### src/rtl/light_music_pkg.sv
// Shared definitions for the light-music display path: peak-dot states,
// counter-width helper and the default tick prescale.
package light_music_pkg;

  typedef enum logic [1:0] {
    PEAK_IDLE = 2'd0,
    PEAK_HOLD = 2'd1,
    PEAK_FALL = 2'd2
  } peak_state_e;

  localparam int DEFAULT_TICK_DIV = 65536;
  localparam int HEIGHT_W         = 5;

  // Bits needed to count 0..value-1 (at least 1).
  function automatic int clog2(input int value);
    int r;
    r = 1;
    for (int i = 1; i < 31; i++) begin
      if ((1 << i) < value) r = i + 1;
    end
    return r;
  endfunction

endpackage

### src/rtl/vu_bar_meter_if.sv
// Level/strobe inputs and LED-bank outputs of the VU bar meter.
interface vu_bar_meter_if
  import light_music_pkg::*;
#(
  parameter int NUM_LEDS = 8,
  parameter int LEVEL_W  = 8
);
  logic [LEVEL_W-1:0]  level;
  logic                data_ready;
  logic [NUM_LEDS-1:0] leds;
  logic [HEIGHT_W-1:0] peak_idx;
  logic [HEIGHT_W-1:0] bar_height;

  modport master (output level, data_ready, input leds, peak_idx, bar_height);
  modport slave  (input level, data_ready, output leds, peak_idx, bar_height);
endinterface

### src/rtl/strobe_sync.sv
// Three-flop synchroniser for a slow foreign-domain strobe, followed by a
// registered one-cycle pulse on each synchronised rising edge.
module strobe_sync (
  input  logic clk_pwm,
  input  logic nreset,
  input  logic async_in,
  output logic rise
);

  logic [2:0] sync_q, sync_d;
  logic       rise_q, rise_d;

  always_comb begin
    sync_d = {sync_q[1:0], async_in};
    rise_d = (sync_q[2:1] == 2'b01);
  end

  always_ff @(posedge clk_pwm or negedge nreset) begin
    if (!nreset) begin
      sync_q <= 3'b000;
      rise_q <= 1'b0;
    end else begin
      sync_q <= sync_d;
      rise_q <= rise_d;
    end
  end

  assign rise = rise_q;

endmodule

### src/rtl/vu_bar_meter.sv
// VU bar meter: level -> segment height, fast-attack/slow-decay bar and a
// peak-hold dot, all driven straight onto the LED bank in the clk_pwm domain.
module vu_bar_meter
  import light_music_pkg::*;
#(
  parameter int NUM_LEDS        = 8,
  parameter int LEVEL_W         = 8,
  parameter int STEP            = 7,
  parameter int TICK_DIV        = DEFAULT_TICK_DIV,
  parameter int DECAY_TICKS     = 4,
  parameter int PEAK_HOLD_TICKS = 32
) (
  input  logic           clk_pwm,
  input  logic           nreset,
  vu_bar_meter_if.slave  bus
);

  localparam int PW = clog2(TICK_DIV);
  localparam int DW = clog2(DECAY_TICKS + 1);
  localparam int HW = clog2(PEAK_HOLD_TICKS + 1);

  localparam logic [PW-1:0] PRESC_LAST = PW'(TICK_DIV - 1);
  localparam logic [DW-1:0] DECAY_LAST = DW'(DECAY_TICKS - 1);
  localparam logic [HW-1:0] HOLD_INIT  = HW'(PEAK_HOLD_TICKS);

  logic                rp;
  logic                cap_q, cap_d;
  logic [PW-1:0]       presc_q, presc_d;
  logic [DW-1:0]       decay_cnt_q, decay_cnt_d;
  logic [HEIGHT_W-1:0] target_q, target_d;
  logic [HEIGHT_W-1:0] bar_q, bar_d;
  logic [HEIGHT_W-1:0] peak_q, peak_d;
  logic [HEIGHT_W-1:0] peak_dec;
  logic [HW-1:0]       hold_q, hold_d;
  peak_state_e         state_q, state_d;
  logic [NUM_LEDS-1:0] leds_q, leds_d;
  logic [HEIGHT_W-1:0] h;
  logic [5:0]          lvl6;
  logic                tick;
  logic                decay_evt;
  logic                unused_level;

  strobe_sync u_sync (
    .clk_pwm  (clk_pwm),
    .nreset   (nreset),
    .async_in (bus.data_ready),
    .rise     (rp)
  );

  // The PWM stage only ever produces 6 significant level bits; the rest are
  // deliberately dropped rather than trusted to be zero.
  assign lvl6         = bus.level[5:0];
  assign unused_level = ^bus.level;

  always_comb begin
    h = '0;
    for (int k = 1; k <= NUM_LEDS; k++) begin
      if (int'(lvl6) >= k * STEP) h = h + HEIGHT_W'(1);
    end
  end

  always_comb begin
    tick      = (presc_q == PRESC_LAST);
    presc_d   = tick ? '0 : presc_q + PW'(1);
    decay_evt = tick && (decay_cnt_q == DECAY_LAST);
    decay_cnt_d = decay_cnt_q;
    if (tick) decay_cnt_d = decay_evt ? '0 : decay_cnt_q + DW'(1);
  end

  // Capture is one cycle after the rise pulse so the level has already
  // been refreshed by the PWM stage; attack beats a coincident decay step.
  always_comb begin
    cap_d    = rp;
    target_d = cap_q ? h : target_q;
    bar_d    = bar_q;
    if (cap_q && (h > bar_q))                   bar_d = h;
    else if (decay_evt && (bar_q > target_d))   bar_d = bar_q - HEIGHT_W'(1);
  end

  always_comb begin
    state_d  = state_q;
    peak_d   = peak_q;
    hold_d   = hold_q;
    peak_dec = (peak_q == '0) ? '0 : peak_q - HEIGHT_W'(1);
    if (bar_q > peak_q) begin
      peak_d  = bar_q;
      hold_d  = HOLD_INIT;
      state_d = PEAK_HOLD;
    end else if (tick) begin
      unique case (state_q)
        PEAK_IDLE: state_d = PEAK_IDLE;
        PEAK_HOLD: begin
          if (hold_q == HW'(1)) state_d = PEAK_FALL;
          else                  hold_d  = hold_q - HW'(1);
        end
        PEAK_FALL: begin
          peak_d = (bar_q > peak_dec) ? bar_q : peak_dec;
          if (peak_d == '0) state_d = PEAK_IDLE;
        end
        default: state_d = PEAK_IDLE;
      endcase
    end
  end

  always_comb begin
    leds_d = '0;
    for (int i = 0; i < NUM_LEDS; i++) begin
      leds_d[i] = (HEIGHT_W'(i) < bar_d) ||
                  ((peak_d != '0) && (HEIGHT_W'(i) == peak_d - HEIGHT_W'(1)));
    end
  end

  always_ff @(posedge clk_pwm or negedge nreset) begin
    if (!nreset) begin
      cap_q       <= 1'b0;
      presc_q     <= '0;
      decay_cnt_q <= '0;
      target_q    <= '0;
      bar_q       <= '0;
      peak_q      <= '0;
      hold_q      <= '0;
      state_q     <= PEAK_IDLE;
      leds_q      <= '0;
    end else begin
      cap_q       <= cap_d;
      presc_q     <= presc_d;
      decay_cnt_q <= decay_cnt_d;
      target_q    <= target_d;
      bar_q       <= bar_d;
      peak_q      <= peak_d;
      hold_q      <= hold_d;
      state_q     <= state_d;
      leds_q      <= leds_d;
    end
  end

  assign bus.leds       = leds_q;
  assign bus.peak_idx   = peak_q;
  assign bus.bar_height = bar_q;

endmodule

### src/flat_wrapper.sv
// flat-port wrapper written by rule: the top's interface ports become plain ports
module vu_bar_meter_flat import light_music_pkg::*;
#(
  parameter int NUM_LEDS        = 8,
  parameter int LEVEL_W         = 8,
  parameter int STEP            = 7,
  parameter int TICK_DIV        = DEFAULT_TICK_DIV,
  parameter int DECAY_TICKS     = 4,
  parameter int PEAK_HOLD_TICKS = 32
)
  (clk_pwm, nreset, bus_level, bus_data_ready, bus_leds, bus_peak_idx, bus_bar_height);
  vu_bar_meter_if #(.NUM_LEDS(NUM_LEDS), .LEVEL_W(LEVEL_W)) bus_i ();
  input  logic clk_pwm;
  input  logic nreset;
  input wire logic [$bits(bus_i.level)-1:0] bus_level;
  input wire logic [$bits(bus_i.data_ready)-1:0] bus_data_ready;
  output wire logic [$bits(bus_i.leds)-1:0] bus_leds;
  output wire logic [$bits(bus_i.peak_idx)-1:0] bus_peak_idx;
  output wire logic [$bits(bus_i.bar_height)-1:0] bus_bar_height;
  assign bus_i.level = bus_level;
  assign bus_i.data_ready = bus_data_ready;
  assign bus_leds = bus_i.leds;
  assign bus_peak_idx = bus_i.peak_idx;
  assign bus_bar_height = bus_i.bar_height;
  vu_bar_meter #(.NUM_LEDS(NUM_LEDS), .LEVEL_W(LEVEL_W), .STEP(STEP), .TICK_DIV(TICK_DIV), .DECAY_TICKS(DECAY_TICKS), .PEAK_HOLD_TICKS(PEAK_HOLD_TICKS)) u_core (.clk_pwm(clk_pwm), .nreset(nreset), .bus(bus_i));
endmodule
### config.mk
export PLATFORM = sky130hd
export DESIGN_NAME = vu_bar_meter_flat
export DESIGN_NICKNAME = d
export VERILOG_FILES = /design/src/rtl/light_music_pkg.sv /design/src/rtl/vu_bar_meter_if.sv /design/src/rtl/strobe_sync.sv /design/src/rtl/vu_bar_meter.sv /design/src/flat_wrapper.sv
export SDC_FILE = /design/constraint.sdc
export NUM_CORES = 1
export LEC_CHECK = 0
export BUFFER_PORTS_ARGS = -buffer_cell sky130_fd_sc_hd__buf_2
export CAP_MARGIN = 30
export CORE_ASPECT_RATIO = 1.25
export CORE_MARGIN = 3
export CORE_UTILIZATION = 35
export CTS_BUF_LIST = sky130_fd_sc_hd__clkbuf_4
export CTS_CLUSTER_DIAMETER = 100
export DETAILED_ROUTE_END_ITERATION = 10
export GPL_TIMING_DRIVEN = 0
export PLACE_DENSITY = 0.62
export SETUP_SLACK_MARGIN = 0.02
export SLEW_MARGIN = 20
export SYNTH_ARGS = -nofsm -noshare
export SYNTH_HDL_FRONTEND = slang
export SYNTH_SLANG_ARGS = --single-unit
### constraint.sdc
create_clock -name clk_pwm -period 3.89 [get_ports clk_pwm]
set_input_delay 0.1945 -clock clk_pwm [delete_from_list [all_inputs] [get_ports clk_pwm]]
set_output_delay 0.1945 -clock clk_pwm [all_outputs]
set_load 0.02 [all_outputs]
==> results by stage <==
Synthesis:
- For this run, asynchronously set or reset flops after synthesis account for 100%.
- The total standard cell area after synthesis is between 3000 and 4000 sq um.
- Of the post-synthesis cell area, the dominant cell type holds 35.4%.
- sky130_fd_sc_hd__dfrtp_1 takes more of the synthesized area than any other cell.
- The synthesized netlist devotes between 10% and 20% of its cell area to simple gates.
- The multiplexer share of the synthesized area is 4.25%.
- When the netlist entered floorplanning its net count stood at ~450.
- The count of distinct cell types in the synthesized netlist is 68.
- In this run the mean area of a mapped cell was 9.53 sq um.
- After synthesis the netlist holds a flip-flop and latch count of between 50 and 60.
- The synthesized-area fraction occupied by ao, oa, aoi and oai cells is 17.7%.
- The number of cells produced by synthesis is 408.
- Yosys attributes the largest share of cell area to sky130_fd_sc_hd__dfrtp_1 (35%), sky130_fd_sc_hd__ha_1 (11%), sky130_fd_sc_hd__xnor2_1 (4.3%), sky130_fd_sc_hd__xor2_1 (3.2%), sky130_fd_sc_hd__inv_1 (3.0%).
- Summing the sequential cell areas from Yosys gives 35.4% of the chip area.
- After Yosys synthesis, full adders, half adders and majority gates account for 10.6% of the synthesized area.
- The dominant combinational cell family by area after synthesis is simple AND/OR/NAND/NOR gates.
- The number of enable-type register cells in the synthesized netlist is 0.
- Summing the areas of all xor and xnor instances in the mapped netlist gives 8.14% of the synthesized area.
- Yosys printed 0 warnings.
- The flip-flop cell with the highest count after synthesis is sky130_fd_sc_hd__dfrtp_1.

Global route:
- The via count of the first global-routing pass came to 3228.
- The overall global routing resource usage is 14.6%.
- Entering global routing, the biggest net connects 56 pins.
- The leftover overflow at the end of global routing is 0.
- The first global-routing pass estimated between 15000 and 20000 um of wire.
- The number of antenna violations at the first check in global routing is 0.

Outcome:
- The final reports fail on negative setup slack.
- The flow ran to the end, but the final reports show violations.

Placement:
- In this run, placement finished with an instance count of 564.
- The placement-stage cell area is roughly 4300 sq um.
- The wire-length estimate of the detail-placed layout is 6340 um.
- The total of buffers placed on input and output ports is 24.
- The last weighted congestion value of the routability-driven placer is 0.853.

Power:
- The static power due to leakage is around 2.2 nW.
- Per report_power, the clock group accounts for a little under an eighth of the total.
- In this run the power density over the cells is just under 600 nW/um^2.
- Summed over all nets, the switching power comes to about 1.3 mW.
- The combinational share of power is 60.8%.
- Of the total power, registers draw 27.6%.
- The net switching share of the total power is 44.9%.
- Internal power comes to 1.57 mW.
- Across the VDD grid, the largest voltage drop is 0.000236 V.

STA:
- The shortest clock period the worst path allows after layout is between 5 and 6 ns.
- For the pin with the worst max-slew slack, the measured transition is 0.683 ns.
- In this run the tightest slew margin relative to its limit is 54.1%.
- The hold violation count in the final report is 0.
- The highest clock frequency the design can meet is 172 MHz.
- Setup violations remaining at the end of the flow were counted as 17.
- Across the routed clock network, the largest skew measured is 0.00452 ns.
- The worst path setup slack after routing is -1.92 ns.
- Setup repair after global routing could not meet its margin everywhere.
- After layout, the worst path uses 149% of the clock period.
- The number of max-slew violations in the final report was 0.
- Across all hold checks on the routed design, the worst slack comes to about 0.37 ns.

Clock network:
- The latest clock arrival within the worst-skew pair is 0.38 ns.
- The root buffer cell is sky130_fd_sc_hd__clkbuf_4.
- The H-tree generated during clock tree synthesis spans 2 levels.
- TritonCTS built the clock tree.
- The sink count of the clock tree is 55.
- Clock-pin slew was measured on the worst setup and hold paths at 0.16 ns.
- The total CTS buffers is 5.
- The clock passes through at most 2 buffers.

Detailed routing:
- The pre-antenna-repair detailed-routing pass consisted of 5 iterations.
- The number of DRC violations after detailed routing is 0.
- Dividing the detail-routed wire length by the instance count gives 14.5 um.
- Using the TritonRoute via totals, the vias-per-cell ratio works out to 5.28.
- The via count is 3217.
- The post-route antenna net violation count is 0.
- The first-iteration detailed-routing DRC count is 167.
- The total detailed-routing wirelength is 8860 um.

Die:
- The width of the die is 100 um.
- Pin placement for this block handled 29 I/O pins.
- The row count is 42.
- In this run the standard cell core region covers ~11000 sq um.
- Measured along the y axis, the die boundary spans 124 um.
- The area of the die is 12400 sq um.
- The initial cell density of the core is between 30% and 40%.

Setup path:
- The delay of the slowest cell on the worst path is roughly 0.42 ns.
- The worst setup path is launched from an input pin.
- The peak fanout along the critical path is 8.
- The class of the most critical setup path is input pin to register.
- The critical path required time is 4.14 ns.
- The endpoint class of the critical path is a register.
- Data on the critical path arrives at its endpoint at 6.07 ns.
- The worst register-to-register path has a setup slack of approximately 0.17 ns.
- For this design, the slowest cell found on the critical path is sky130_fd_sc_hd__or3_1.

Cells and area:
- The number of nets in the finished design is 520.
- The finished layout holds 609 standard cells, fillers aside.
- The repair_antennas step left the layout with diodes totalling 0.
- In the final layout, the share of cells above drive strength 1 is between 20 and 30%.
- The signed area change from the synthesized netlist to the final layout is 23.9%.
- Leaving out fill and tap cells, the most frequent cells in the layout are sky130_fd_sc_hd__dfrtp_1 (55), sky130_fd_sc_hd__buf_4 (31), sky130_fd_sc_hd__nor2_1 (28).
- With fillers left out, the area of the finished cells amounts to 4820 sq um.
- Leaving out fill and tap cells, the most frequent cell in the layout is sky130_fd_sc_hd__dfrtp_1.
- The number of fillers in the final layout is around 1.0k.

Min path:
- The type of the tightest min-delay check is input pin to asynchronous set/reset pin.

Flow run:
- The number of max-cap violations is 0.
-- final cells by class --
class | count | area, sq um | area share [%]
Timing Repair Buffer | 61 | 457 | 9.48
Multi-Input combinational cell | 310 | 2540 | 52.7
Clock inverter | 2 | 38.8 | 0.805
Buffer | 11 | 75.1 | 1.56
Inverter | 32 | 123 | 2.54
Tap cell | 132 | 165 | 3.43
Clock buffer | 6 | 45.0 | 0.935
Sequential cell | 55 | 1380 | 28.6
-- layer usage --
metal / global-route usage [%] / part of all wire (%)
met1: 17.3 / 42
met2: 27.7 / 53
met3: 1.57 / 2.7
met4: 3.79 / 1.9
met5: 0 / 0
-- metrics by stage --
stage,power [mW],TNS (ns),worst slack (ns),utilization [%]
3_5_place_dp,2.28,-37.21,-2.74,39.7
6_report,2.84,-24.05,-1.92,44.9
4_1_cts,2.79,-22.48,-1.78,43.7
2_1_floorplan,1.91,-23.43,-1.87,-
3_3_place_gp,2.24,-35.83,-2.66,39.7
5_1_grt,3.08,-29.86,-2.31,44.9
-- worst max-delay path, delay by kind of cell --
kind	cells	cell delay, ns
simple gates	7	1.22
fa+ha+maj	5	1.28
compound gates	10	1.69
buf+inv	8	0.98
mux	1	0.30
xor+xnor	2	0.39
-- cell usage after synthesis, types with 2 or more instances --
cell type                  number
sky130_fd_sc_hd__o22a_1         3
sky130_fd_sc_hd__inv_1         31
sky130_fd_sc_hd__xnor2_1       19
sky130_fd_sc_hd__or3_1          2
sky130_fd_sc_hd__a21oi_1       18
sky130_fd_sc_hd__nor2b_1       10
sky130_fd_sc_hd__nor2_1        30
sky130_fd_sc_hd__xor2_1        14
sky130_fd_sc_hd__nand3_1       13
sky130_fd_sc_hd__o211ai_1       5
sky130_fd_sc_hd__a21o_1         3
sky130_fd_sc_hd__or3b_1         2
sky130_fd_sc_hd__o22ai_1        3
sky130_fd_sc_hd__nand3b_1       3
sky130_fd_sc_hd__nand2b_1       9
sky130_fd_sc_hd__and3_1         5
sky130_fd_sc_hd__mux2i_2        2
sky130_fd_sc_hd__a31oi_1        7
sky130_fd_sc_hd__dfrtp_1       55
sky130_fd_sc_hd__nand2_1       28
sky130_fd_sc_hd__buf_6          2
sky130_fd_sc_hd__mux2_2         6
sky130_fd_sc_hd__o221ai_2       2
sky130_fd_sc_hd__nor4_1         5
sky130_fd_sc_hd__ha_1          33
sky130_fd_sc_hd__o31a_1         2
sky130_fd_sc_hd__o31ai_1        3
sky130_fd_sc_hd__o21ai_0       15
sky130_fd_sc_hd__clkbuf_1       3
sky130_fd_sc_hd__o21a_1        10
sky130_fd_sc_hd__o32ai_4        2
sky130_fd_sc_hd__nor3_1         7
sky130_fd_sc_hd__buf_2          3
sky130_fd_sc_hd__or2_2          5
sky130_fd_sc_hd__and2_1         2
sky130_fd_sc_hd__mux2i_1        7
sky130_fd_sc_hd__nand4_1        7
sky130_fd_sc_hd__a221oi_1       2
-- flip-flops by register name, indices dropped and copies added, names as in the netlist --
signal and cells:
u_core.u_sync.sync_q 3, u_core.bus.leds 8, u_core.presc_q 16, u_core.cap_q 1, u_core.bus.bar_height 5, u_core.bus.peak_idx 5
u_core.state_q 2, u_core.hold_q 6, u_core.decay_cnt_q 3, u_core.u_sync.rise 1, u_core.target_q 5
-- final timing paths --
kind | depth (start not counted) | start | to
hold / removal | 2 | nreset | u_core.presc_q[8]$_DFF_PN0_
hold reg to reg | 0 | u_core.u_sync.sync_q[0]$_DFF_PN0_ | u_core.u_sync.sync_q[1]$_DFF_PN0_
setup / recovery | 33 | bus_level[4] | u_core.bus.leds[5]$_DFF_PN0_
max in group asynchronous | 2 | nreset | u_core.bus.leds[7]$_DFF_PN0_
min in group clk_pwm | 0 | u_core.u_sync.sync_q[0]$_DFF_PN0_ | u_core.u_sync.sync_q[1]$_DFF_PN0_
setup reg to reg | 14 | u_core.bus.peak_idx[0]$_DFF_PN0_ | u_core.bus.leds[0]$_DFF_PN0_
-- cell families after synthesis --
logic type      after synthesis
mux                          15
compound gates               90
simple gates                138
flops                        55
xor+xnor                     34
buf+inv                      43
fa+ha+maj                    33
-- power groups by stage --
stage | Clock [mW] | Combinational [mW] | Sequential [mW]
final | 0.330 | 1.73 | 0.783
after global routing | 0.361 | 1.92 | 0.798
after CTS | 0.343 | 1.67 | 0.782
after detailed placement | 0 | 1.49 | 0.790
after global placement | 0 | 1.45 | 0.788
after floorplan | 0 | 1.05 | 0.855
-- what timing repair did --
action	4_1_cts	5_1_grt
hold buffers	2	0
setup buffers	23	13
endpoints found under the hold margin	56	0
setup endpoints to repair	17	17
resized for setup	35	8
pin swaps	24	26
Note: power is estimated with default switching activity, not from simulation.
